**src/rtl/regfile_sb_pkg.sv**
```systemverilog
// rtl/regfile_sb_pkg.sv - shared defaults and helpers for the scoreboarded register file
package regfile_sb_pkg;

  localparam int          RF_DEF_DATA_W = 16;
  localparam int          RF_DEF_ADDR_W = 4;
  localparam int unsigned RF_ZERO_ADDR  = 0;

  // True when addr names the hardwired-zero register and that feature is enabled
  function automatic logic rf_is_zero(input int zero_reg, input int unsigned addr);
    return (zero_reg != 0) && (addr == RF_ZERO_ADDR);
  endfunction

endpackage

```
**src/rtl/regfile_sb_if.sv**
```systemverilog
// rtl/regfile_sb_if.sv - read/write/scoreboard bus between decode, writeback and the register file
interface regfile_sb_if
  import regfile_sb_pkg::*;
#(
  parameter int DATA_W = RF_DEF_DATA_W,
  parameter int ADDR_W = RF_DEF_ADDR_W
);
  logic [ADDR_W-1:0] rd_addr_a;
  logic [ADDR_W-1:0] rd_addr_b;
  logic [DATA_W-1:0] rd_data_a;
  logic [DATA_W-1:0] rd_data_b;
  logic              rd_busy_a;
  logic              rd_busy_b;
  logic              we;
  logic [ADDR_W-1:0] wr_addr;
  logic [DATA_W-1:0] wr_data;
  logic              busy_set;
  logic [ADDR_W-1:0] busy_addr;
  logic              any_busy;

  modport master (
    output rd_addr_a, rd_addr_b, we, wr_addr, wr_data, busy_set, busy_addr,
    input  rd_data_a, rd_data_b, rd_busy_a, rd_busy_b, any_busy
  );

  modport slave (
    input  rd_addr_a, rd_addr_b, we, wr_addr, wr_data, busy_set, busy_addr,
    output rd_data_a, rd_data_b, rd_busy_a, rd_busy_b, any_busy
  );
endinterface

```
**src/rtl/regfile_sb_rf_scoreboard.sv**
```systemverilog
// rtl/regfile_sb_rf_scoreboard.sv - pending-writeback bit per register with forwarded lookup
module rf_scoreboard
  import regfile_sb_pkg::*;
#(
  parameter int ADDR_W   = RF_DEF_ADDR_W,
  parameter int ZERO_REG = 1
) (
  input  logic              clk,
  input  logic              rst_n,
  input  logic              we_i,
  input  logic [ADDR_W-1:0] wr_addr_i,
  input  logic              busy_set_i,
  input  logic [ADDR_W-1:0] busy_addr_i,
  input  logic [ADDR_W-1:0] rd_addr_a_i,
  input  logic [ADDR_W-1:0] rd_addr_b_i,
  output logic              rd_busy_a_o,
  output logic              rd_busy_b_o,
  output logic              any_busy_o
);
  localparam int NREGS = 2 ** ADDR_W;

  logic [NREGS-1:0] busy_q;
  logic [NREGS-1:0] busy_d;

  // Next busy vector: a completing write clears, a new issue sets, and set wins on a tie
  always_comb begin
    busy_d = busy_q;
    for (int i = 0; i < NREGS; i++) begin
      busy_d[i] = (busy_q[i] & ~(we_i && (wr_addr_i == ADDR_W'(i))))
                | (busy_set_i && (busy_addr_i == ADDR_W'(i)));
    end
    if (ZERO_REG != 0) busy_d[RF_ZERO_ADDR] = 1'b0;
  end

  // Busy bits are flops cleared by reset
  always_ff @(posedge clk or negedge rst_n) begin
    if (!rst_n) busy_q <= '0;
    else        busy_q <= busy_d;
  end

  // Lookups see the forwarded vector so they agree with the data bypass; masked during reset
  assign rd_busy_a_o = rst_n & busy_d[rd_addr_a_i];
  assign rd_busy_b_o = rst_n & busy_d[rd_addr_b_i];
  assign any_busy_o  = |busy_q;

endmodule

```
**src/rtl/regfile_sb.sv**
```systemverilog
// rtl/regfile_sb.sv - 2R1W flop register file with write bypass, zero register and busy scoreboard
module regfile_sb
  import regfile_sb_pkg::*;
#(
  parameter int              DATA_W    = RF_DEF_DATA_W,
  parameter int              ADDR_W    = RF_DEF_ADDR_W,
  parameter int              ZERO_REG  = 1,
  parameter logic [DATA_W-1:0] RESET_VAL = '0
) (
  input logic         clk,
  input logic         rst_n,
  regfile_sb_if.slave rf
);
  localparam int NREGS = 2 ** ADDR_W;

  logic [DATA_W-1:0] regs_q [NREGS];
  logic              wr_ok;
  logic              byp_en;
  logic [DATA_W-1:0] rd_data_a;
  logic [DATA_W-1:0] rd_data_b;

  // Writes to the hardwired-zero register are dropped; bypass is off while in reset
  assign wr_ok  = rf.we && !rf_is_zero(ZERO_REG, 32'(rf.wr_addr));
  assign byp_en = rst_n && rf.we;

  // Register array: async reset to RESET_VAL, one write per cycle
  always_ff @(posedge clk or negedge rst_n) begin
    if (!rst_n) begin
      for (int i = 0; i < NREGS; i++) regs_q[i] <= RESET_VAL;
    end else if (wr_ok) begin
      regs_q[rf.wr_addr] <= rf.wr_data;
    end
  end

  // Port A read: stored value, overridden by same-cycle write data, zero reg forced to 0
  always_comb begin
    rd_data_a = regs_q[rf.rd_addr_a];
    if (byp_en && (rf.wr_addr == rf.rd_addr_a)) rd_data_a = rf.wr_data;
    if (rf_is_zero(ZERO_REG, 32'(rf.rd_addr_a))) rd_data_a = '0;
  end

  // Port B read: same resolution as port A, independently
  always_comb begin
    rd_data_b = regs_q[rf.rd_addr_b];
    if (byp_en && (rf.wr_addr == rf.rd_addr_b)) rd_data_b = rf.wr_data;
    if (rf_is_zero(ZERO_REG, 32'(rf.rd_addr_b))) rd_data_b = '0;
  end

  assign rf.rd_data_a = rd_data_a;
  assign rf.rd_data_b = rd_data_b;

  rf_scoreboard #(
    .ADDR_W   (ADDR_W),
    .ZERO_REG (ZERO_REG)
  ) u_sb (
    .clk         (clk),
    .rst_n       (rst_n),
    .we_i        (rf.we),
    .wr_addr_i   (rf.wr_addr),
    .busy_set_i  (rf.busy_set),
    .busy_addr_i (rf.busy_addr),
    .rd_addr_a_i (rf.rd_addr_a),
    .rd_addr_b_i (rf.rd_addr_b),
    .rd_busy_a_o (rf.rd_busy_a),
    .rd_busy_b_o (rf.rd_busy_b),
    .any_busy_o  (rf.any_busy)
  );

endmodule

```
**src/flat_wrapper.sv**
```systemverilog
// flat-port wrapper written by rule: the top's interface ports become plain ports
module regfile_sb_flat import regfile_sb_pkg::*;
#(
  parameter int              DATA_W    = RF_DEF_DATA_W,
  parameter int              ADDR_W    = RF_DEF_ADDR_W,
  parameter int              ZERO_REG  = 1,
  parameter logic [DATA_W-1:0] RESET_VAL = '0
)
  (clk, rst_n, rf_rd_addr_a, rf_rd_addr_b, rf_we, rf_wr_addr, rf_wr_data, rf_busy_set, rf_busy_addr, rf_rd_data_a, rf_rd_data_b, rf_rd_busy_a, rf_rd_busy_b, rf_any_busy);
  regfile_sb_if #(.DATA_W(DATA_W), .ADDR_W(ADDR_W)) rf_i ();
  input logic clk;
  input logic rst_n;
  input wire logic [$bits(rf_i.rd_addr_a)-1:0] rf_rd_addr_a;
  input wire logic [$bits(rf_i.rd_addr_b)-1:0] rf_rd_addr_b;
  input wire logic [$bits(rf_i.we)-1:0] rf_we;
  input wire logic [$bits(rf_i.wr_addr)-1:0] rf_wr_addr;
  input wire logic [$bits(rf_i.wr_data)-1:0] rf_wr_data;
  input wire logic [$bits(rf_i.busy_set)-1:0] rf_busy_set;
  input wire logic [$bits(rf_i.busy_addr)-1:0] rf_busy_addr;
  output wire logic [$bits(rf_i.rd_data_a)-1:0] rf_rd_data_a;
  output wire logic [$bits(rf_i.rd_data_b)-1:0] rf_rd_data_b;
  output wire logic [$bits(rf_i.rd_busy_a)-1:0] rf_rd_busy_a;
  output wire logic [$bits(rf_i.rd_busy_b)-1:0] rf_rd_busy_b;
  output wire logic [$bits(rf_i.any_busy)-1:0] rf_any_busy;
  assign rf_i.rd_addr_a = rf_rd_addr_a;
  assign rf_i.rd_addr_b = rf_rd_addr_b;
  assign rf_i.we = rf_we;
  assign rf_i.wr_addr = rf_wr_addr;
  assign rf_i.wr_data = rf_wr_data;
  assign rf_i.busy_set = rf_busy_set;
  assign rf_i.busy_addr = rf_busy_addr;
  assign rf_rd_data_a = rf_i.rd_data_a;
  assign rf_rd_data_b = rf_i.rd_data_b;
  assign rf_rd_busy_a = rf_i.rd_busy_a;
  assign rf_rd_busy_b = rf_i.rd_busy_b;
  assign rf_any_busy = rf_i.any_busy;
  regfile_sb #(.DATA_W(DATA_W), .ADDR_W(ADDR_W), .ZERO_REG(ZERO_REG), .RESET_VAL(RESET_VAL)) u_core (.clk(clk), .rst_n(rst_n), .rf(rf_i));
endmodule
```
**config.mk**
```make
export PLATFORM = sky130hd
export DESIGN_NAME = regfile_sb_flat
export DESIGN_NICKNAME = d
export VERILOG_FILES = /design/src/rtl/regfile_sb_pkg.sv /design/src/rtl/regfile_sb_if.sv /design/src/rtl/regfile_sb_rf_scoreboard.sv /design/src/rtl/regfile_sb.sv /design/src/flat_wrapper.sv
export SDC_FILE = /design/constraint.sdc
export NUM_CORES = 1
export LEC_CHECK = 0
export ABC_AREA = 1
export BUFFER_PORTS_ARGS = -buffer_cell sky130_fd_sc_hd__buf_2
export CAP_MARGIN = 20
export CORE_MARGIN = 1
export CORE_UTILIZATION = 45
export DETAILED_ROUTE_END_ITERATION = 10
export PLACE_DENSITY_LB_ADDON = 0.08
export SETUP_SLACK_MARGIN = 0.4
export SYNTH_ARGS = -nofsm -noshare
export SYNTH_HDL_FRONTEND = slang
export SYNTH_SLANG_ARGS = --single-unit
```
**constraint.sdc**
```tcl
create_clock -name clk -period 2.73 [get_ports clk]
set_input_delay 0.6825 -clock clk [delete_from_list [all_inputs] [get_ports clk]]
set_output_delay 0.6825 -clock clk [all_outputs]
set_load 0.005 [all_outputs]
```
==> flow_metrics.env <==
export IMPL_status="complete, but fails checks"
export IMPL_violations="setup timing"
export IMPL_fillerInstances=2903
export IMPL_post_route_drc_count=0
export IMPL_first_pass_grt_wire_length_mm=94.9
export IMPL_hp_class="in2async"
export IMPL_max_clock_path_buffers=3
export IMPL_clkLatencyLatePin_ns=0.54
export IMPL_first_pass_iteration_count_of_the_detailed_router=5
export IMPL_final_area_sq_um=20500
export IMPL_detail_route_vias_per_cell=6.09
export IMPL_post_synth_top_area_share=0.450
export IMPL_grt_pass1_vias=15500
export IMPL_syn_area_per_cell_sq_um=7.17
export IMPL_grt_antenna_before_repair=0
export IMPL_postSynthRegisterBits=271
export IMPL_cp_start_kind="input pin"
export IMPL_port_buffer_count=70
export IMPL_rr_startpoint="u_core.u_sb.busy_q[11]$_DFF_PN0_"
export IMPL_max_slew_margin=0.408
export IMPL_hold_violations=0
export IMPL_finalWorstPathRequiredPeriod_ns=2.93
export IMPL_arrival_ns=2.25
export IMPL_initial_util=0.460
export IMPL_syn_instance_count=2099
export IMPL_clock_tree_htree_level_count=2
export IMPL_route_vias_total=16500
export IMPL_worstMarginPinSlew_ns=0.888
export IMPL_slew_viol_final=0
export IMPL_io_pins=71
export IMPL_clock_power_share=0.328
export IMPL_cellLeakagePower_uw=0.00941
export IMPL_finalClockSkew_ns=0
export IMPL_num_nets_final=2284
export IMPL_finalCritPeriodShare=1.07
export IMPL_placed_area_sq_um=17000
export IMPL_worst_ep_required_time_ns=2.05
export IMPL_cts_clk_slew_worst_paths_ns=0.06
export IMPL_insertedDiodeCount=0
export IMPL_cts_inserted_buffers=34
export IMPL_part_of_the_yosys_area_used_for_sequential_elements=0.450
export IMPL_multi_input_area_sq_um=8090
export IMPL_timing_worst_setup_path_type="in2out"
export IMPL_finish_cell_count_without_fillers=2713
export IMPL_route_detailed_wl_per_inst_um=23.6
export IMPL_setup_ws_ns=-0.199
export IMPL_share_comb_of_total_power=0.261
export IMPL_setup_repair_after_global_routing_missed_its_margin="true"
export IMPL_drv_cap=0
export IMPL_synthDistinctLibCells=28
export IMPL_yosys_area_top_type="sky130_fd_sc_hd__dfrtp_1"
export IMPL_die_area_sq_um=34200
export IMPL_final_layout_size_suffix_gt1_frac=0.244
export IMPL_share_seq_of_total_power=0.412
export IMPL_internal_power_uw=8680
export IMPL_p_sw_uw=4370
export IMPL_initialDrtViolationCount=1917
export IMPL_worst_setup_path_startpoint="rf_rd_addr_a[1]"
export IMPL_grt_start_max_net_pins=145
export IMPL_drt_antenna_violating_nets=0
export IMPL_synthesis_area_sq_um=15100
export IMPL_routed_wirelength_mm=64.1
export IMPL_setup_tns_final_ns=-2.69
export IMPL_grt_util_all_layers=0.376
export IMPL_setup_viol=28
export IMPL_power_density_cell_area_nw_per_um2=637
export IMPL_number_of_nets_in_the_synthesized_netlist=2135
export IMPL_maxClockFrequency_ghz=0.341
export IMPL_netSwitchingFraction=0.335
export IMPL_grt_overflow=0
export IMPL_crit_path_end_kind="output pin"
export IMPL_gpl_final_weighted_congestion=0.939
export IMPL_cts_hold_repair_buffers=0
export IMPL_die_w_um=185
export IMPL_cts_sink_count=271
export IMPL_post_place_cells=2592
export IMPL_vdd_ir_drop_worst_uv=511
export IMPL_hold_worst_slack_ns=0.0305
export IMPL_synth_top_cells_by_area="sky130_fd_sc_hd__dfrtp_1 45%, sky130_fd_sc_hd__o21ai_0 17%, sky130_fd_sc_hd__nand2_1 10%, sky130_fd_sc_hd__a21oi_1 6.9%, sky130_fd_sc_hd__nand3_1 4.2%"
export IMPL_dieHeight_um=185
export IMPL_count_of_standard_cell_rows=66
export IMPL_post_layout_total_power_uw=13100
export IMPL_syn2layout_area_growth_pct=36.1
export IMPL_ff_latch_area_sq_um=6780
export IMPL_cts_root_buffer="sky130_fd_sc_hd__clkbuf_16"
export IMPL_path_max_fanout=5
export IMPL_floorplan_core_area_sq_um=32700
export IMPL_dpl_wire_length_mm=37.5
export IMPL_yosysWarningCount=0
export IMPL_tritoncts="yes"
## routing by layer
layer / up-vias / global-route usage / wire length (um)
met5: - / 0 / 0
met4: 0 / 0.219 / 4020
met3: 257 / 0.0621 / 6280
met2: 1042 / 0.584 / 28700
met1: 7836 / 0.495 / 25100
li1: 7383 / - / -
## synth_stat cells
cell / count
sky130_fd_sc_hd__clkinv_1: 1
sky130_fd_sc_hd__o211ai_1: 3
sky130_fd_sc_hd__inv_2: 4
sky130_fd_sc_hd__o21ai_0: 517
sky130_fd_sc_hd__a31oi_1: 30
sky130_fd_sc_hd__xor2_1: 2
sky130_fd_sc_hd__nand3_1: 125
sky130_fd_sc_hd__buf_4: 7
sky130_fd_sc_hd__nand4_1: 3
sky130_fd_sc_hd__nor2_1: 156
sky130_fd_sc_hd__and3_1: 1
sky130_fd_sc_hd__o22ai_1: 35
sky130_fd_sc_hd__inv_1: 132
sky130_fd_sc_hd__buf_2: 61
sky130_fd_sc_hd__clkbuf_1: 113
sky130_fd_sc_hd__nand2_1: 401
sky130_fd_sc_hd__nand3_2: 1
sky130_fd_sc_hd__nor2_2: 6
sky130_fd_sc_hd__dfrtp_1: 271
sky130_fd_sc_hd__nor3_1: 2
sky130_fd_sc_hd__a22oi_1: 2
sky130_fd_sc_hd__xnor2_1: 1
sky130_fd_sc_hd__o21bai_1: 1
sky130_fd_sc_hd__clkbuf_2: 3
sky130_fd_sc_hd__buf_1: 8
sky130_fd_sc_hd__o21ai_1: 1
sky130_fd_sc_hd__nor4_1: 3
sky130_fd_sc_hd__a21oi_1: 209
## per-stage QoR
step                      utilization  setup slack (ns)
after floorplan                     -             0.380
after detailed placement        0.519            -0.308
final                           0.626            -0.199
after global routing            0.626            -0.259
after global placement          0.519            -0.329
after CTS                       0.609            -0.120
## cell type report
type | instances | area share
clock inverter | 8 | 0.00311
clock buffer | 51 | 0.0466
multi-input combinational | 1499 | 0.395
inverter | 137 | 0.0271
sequential | 271 | 0.331
tap | 442 | 0.0270
timing repair buffer | 305 | 0.170
## sequential cells by signal, indices dropped and copies added (netlist names)
signal / count
u_core.regs_q: 256
u_core.u_sb.busy_q: 15
## worst max-delay path, stage by stage
cell and delay, ns:
sky130_fd_sc_hd__buf_12 0.11, sky130_fd_sc_hd__buf_12 0.13, sky130_fd_sc_hd__xor2_1 0.14, sky130_fd_sc_hd__a21oi_1 0.14, sky130_fd_sc_hd__nand4_1 0.19, sky130_fd_sc_hd__buf_4 0.20
sky130_fd_sc_hd__buf_12 0.14, sky130_fd_sc_hd__nand3_4 0.06, sky130_fd_sc_hd__nor2_2 0.04, sky130_fd_sc_hd__buf_4 0.14, sky130_fd_sc_hd__nor2_4 0.13, sky130_fd_sc_hd__buf_2 0.14
## worst paths after layout
check	endpoint	slack [ns]	depth (start not counted)
max in group asynchronous	u_core.regs_q[114]$_DFFE_PN0P_	0.86	4
min in group clk	u_core.regs_q[243]$_DFFE_PN0P_	0.41	0
setup reg to reg	u_core.u_sb.busy_q[11]$_DFF_PN0_	0.33	16
hold / removal	u_core.u_sb.busy_q[15]$_DFF_PN0_	0.03	2
setup / recovery	rf_rd_data_a[0]	-0.20	12
hold reg to reg	u_core.regs_q[243]$_DFFE_PN0P_	0.41	0
## power groups by stage
stage               clock network [uW]  logic (uW)  registers (uW)
detailed placement                   0        2710            5370
global placement                     0        2650            5360
floorplan                            0        1680            5220
finish                            4280        3400            5370
global route                      4480        3720            5450
CTS                               4310        3180            5330
## what timing repair did
action / 4_1_cts / 5_1_grt
gates cloned: 21 / 3
buffers inserted: 36 / 2
setup endpoints to repair: 35 / 36
pin swaps: 65 / 53
resized for setup: 300 / 137
## layout by cell type, fill, tap and decap left out, types with 37 or more instances in the layout
cell and instances:
sky130_fd_sc_hd__o21ai_0 421, sky130_fd_sc_hd__nand2_1 386, sky130_fd_sc_hd__dfrtp_1 271, sky130_fd_sc_hd__a21oi_1 188
sky130_fd_sc_hd__buf_4 137, sky130_fd_sc_hd__inv_1 126, sky130_fd_sc_hd__nor2_1 110, sky130_fd_sc_hd__nand3_1 86
sky130_fd_sc_hd__o21ai_1 63, sky130_fd_sc_hd__buf_2 55, sky130_fd_sc_hd__buf_12 46, sky130_fd_sc_hd__nor2_2 40
sky130_fd_sc_hd__clkbuf_16 37
## kinds of logic (layout without fill, tap and decap cells)
logic type             Yosys count  in the layout  share of synthesized area
AO/OA/AOI/OAI                  798            798                      0.272
flip-flops                     271            271                      0.450
XOR/XNOR                         3              3                    0.00175
buffers and inverters          329            501                     0.0891
AND/OR/NAND/NOR                698            698                      0.187
(Power assumes the default switching activity.)
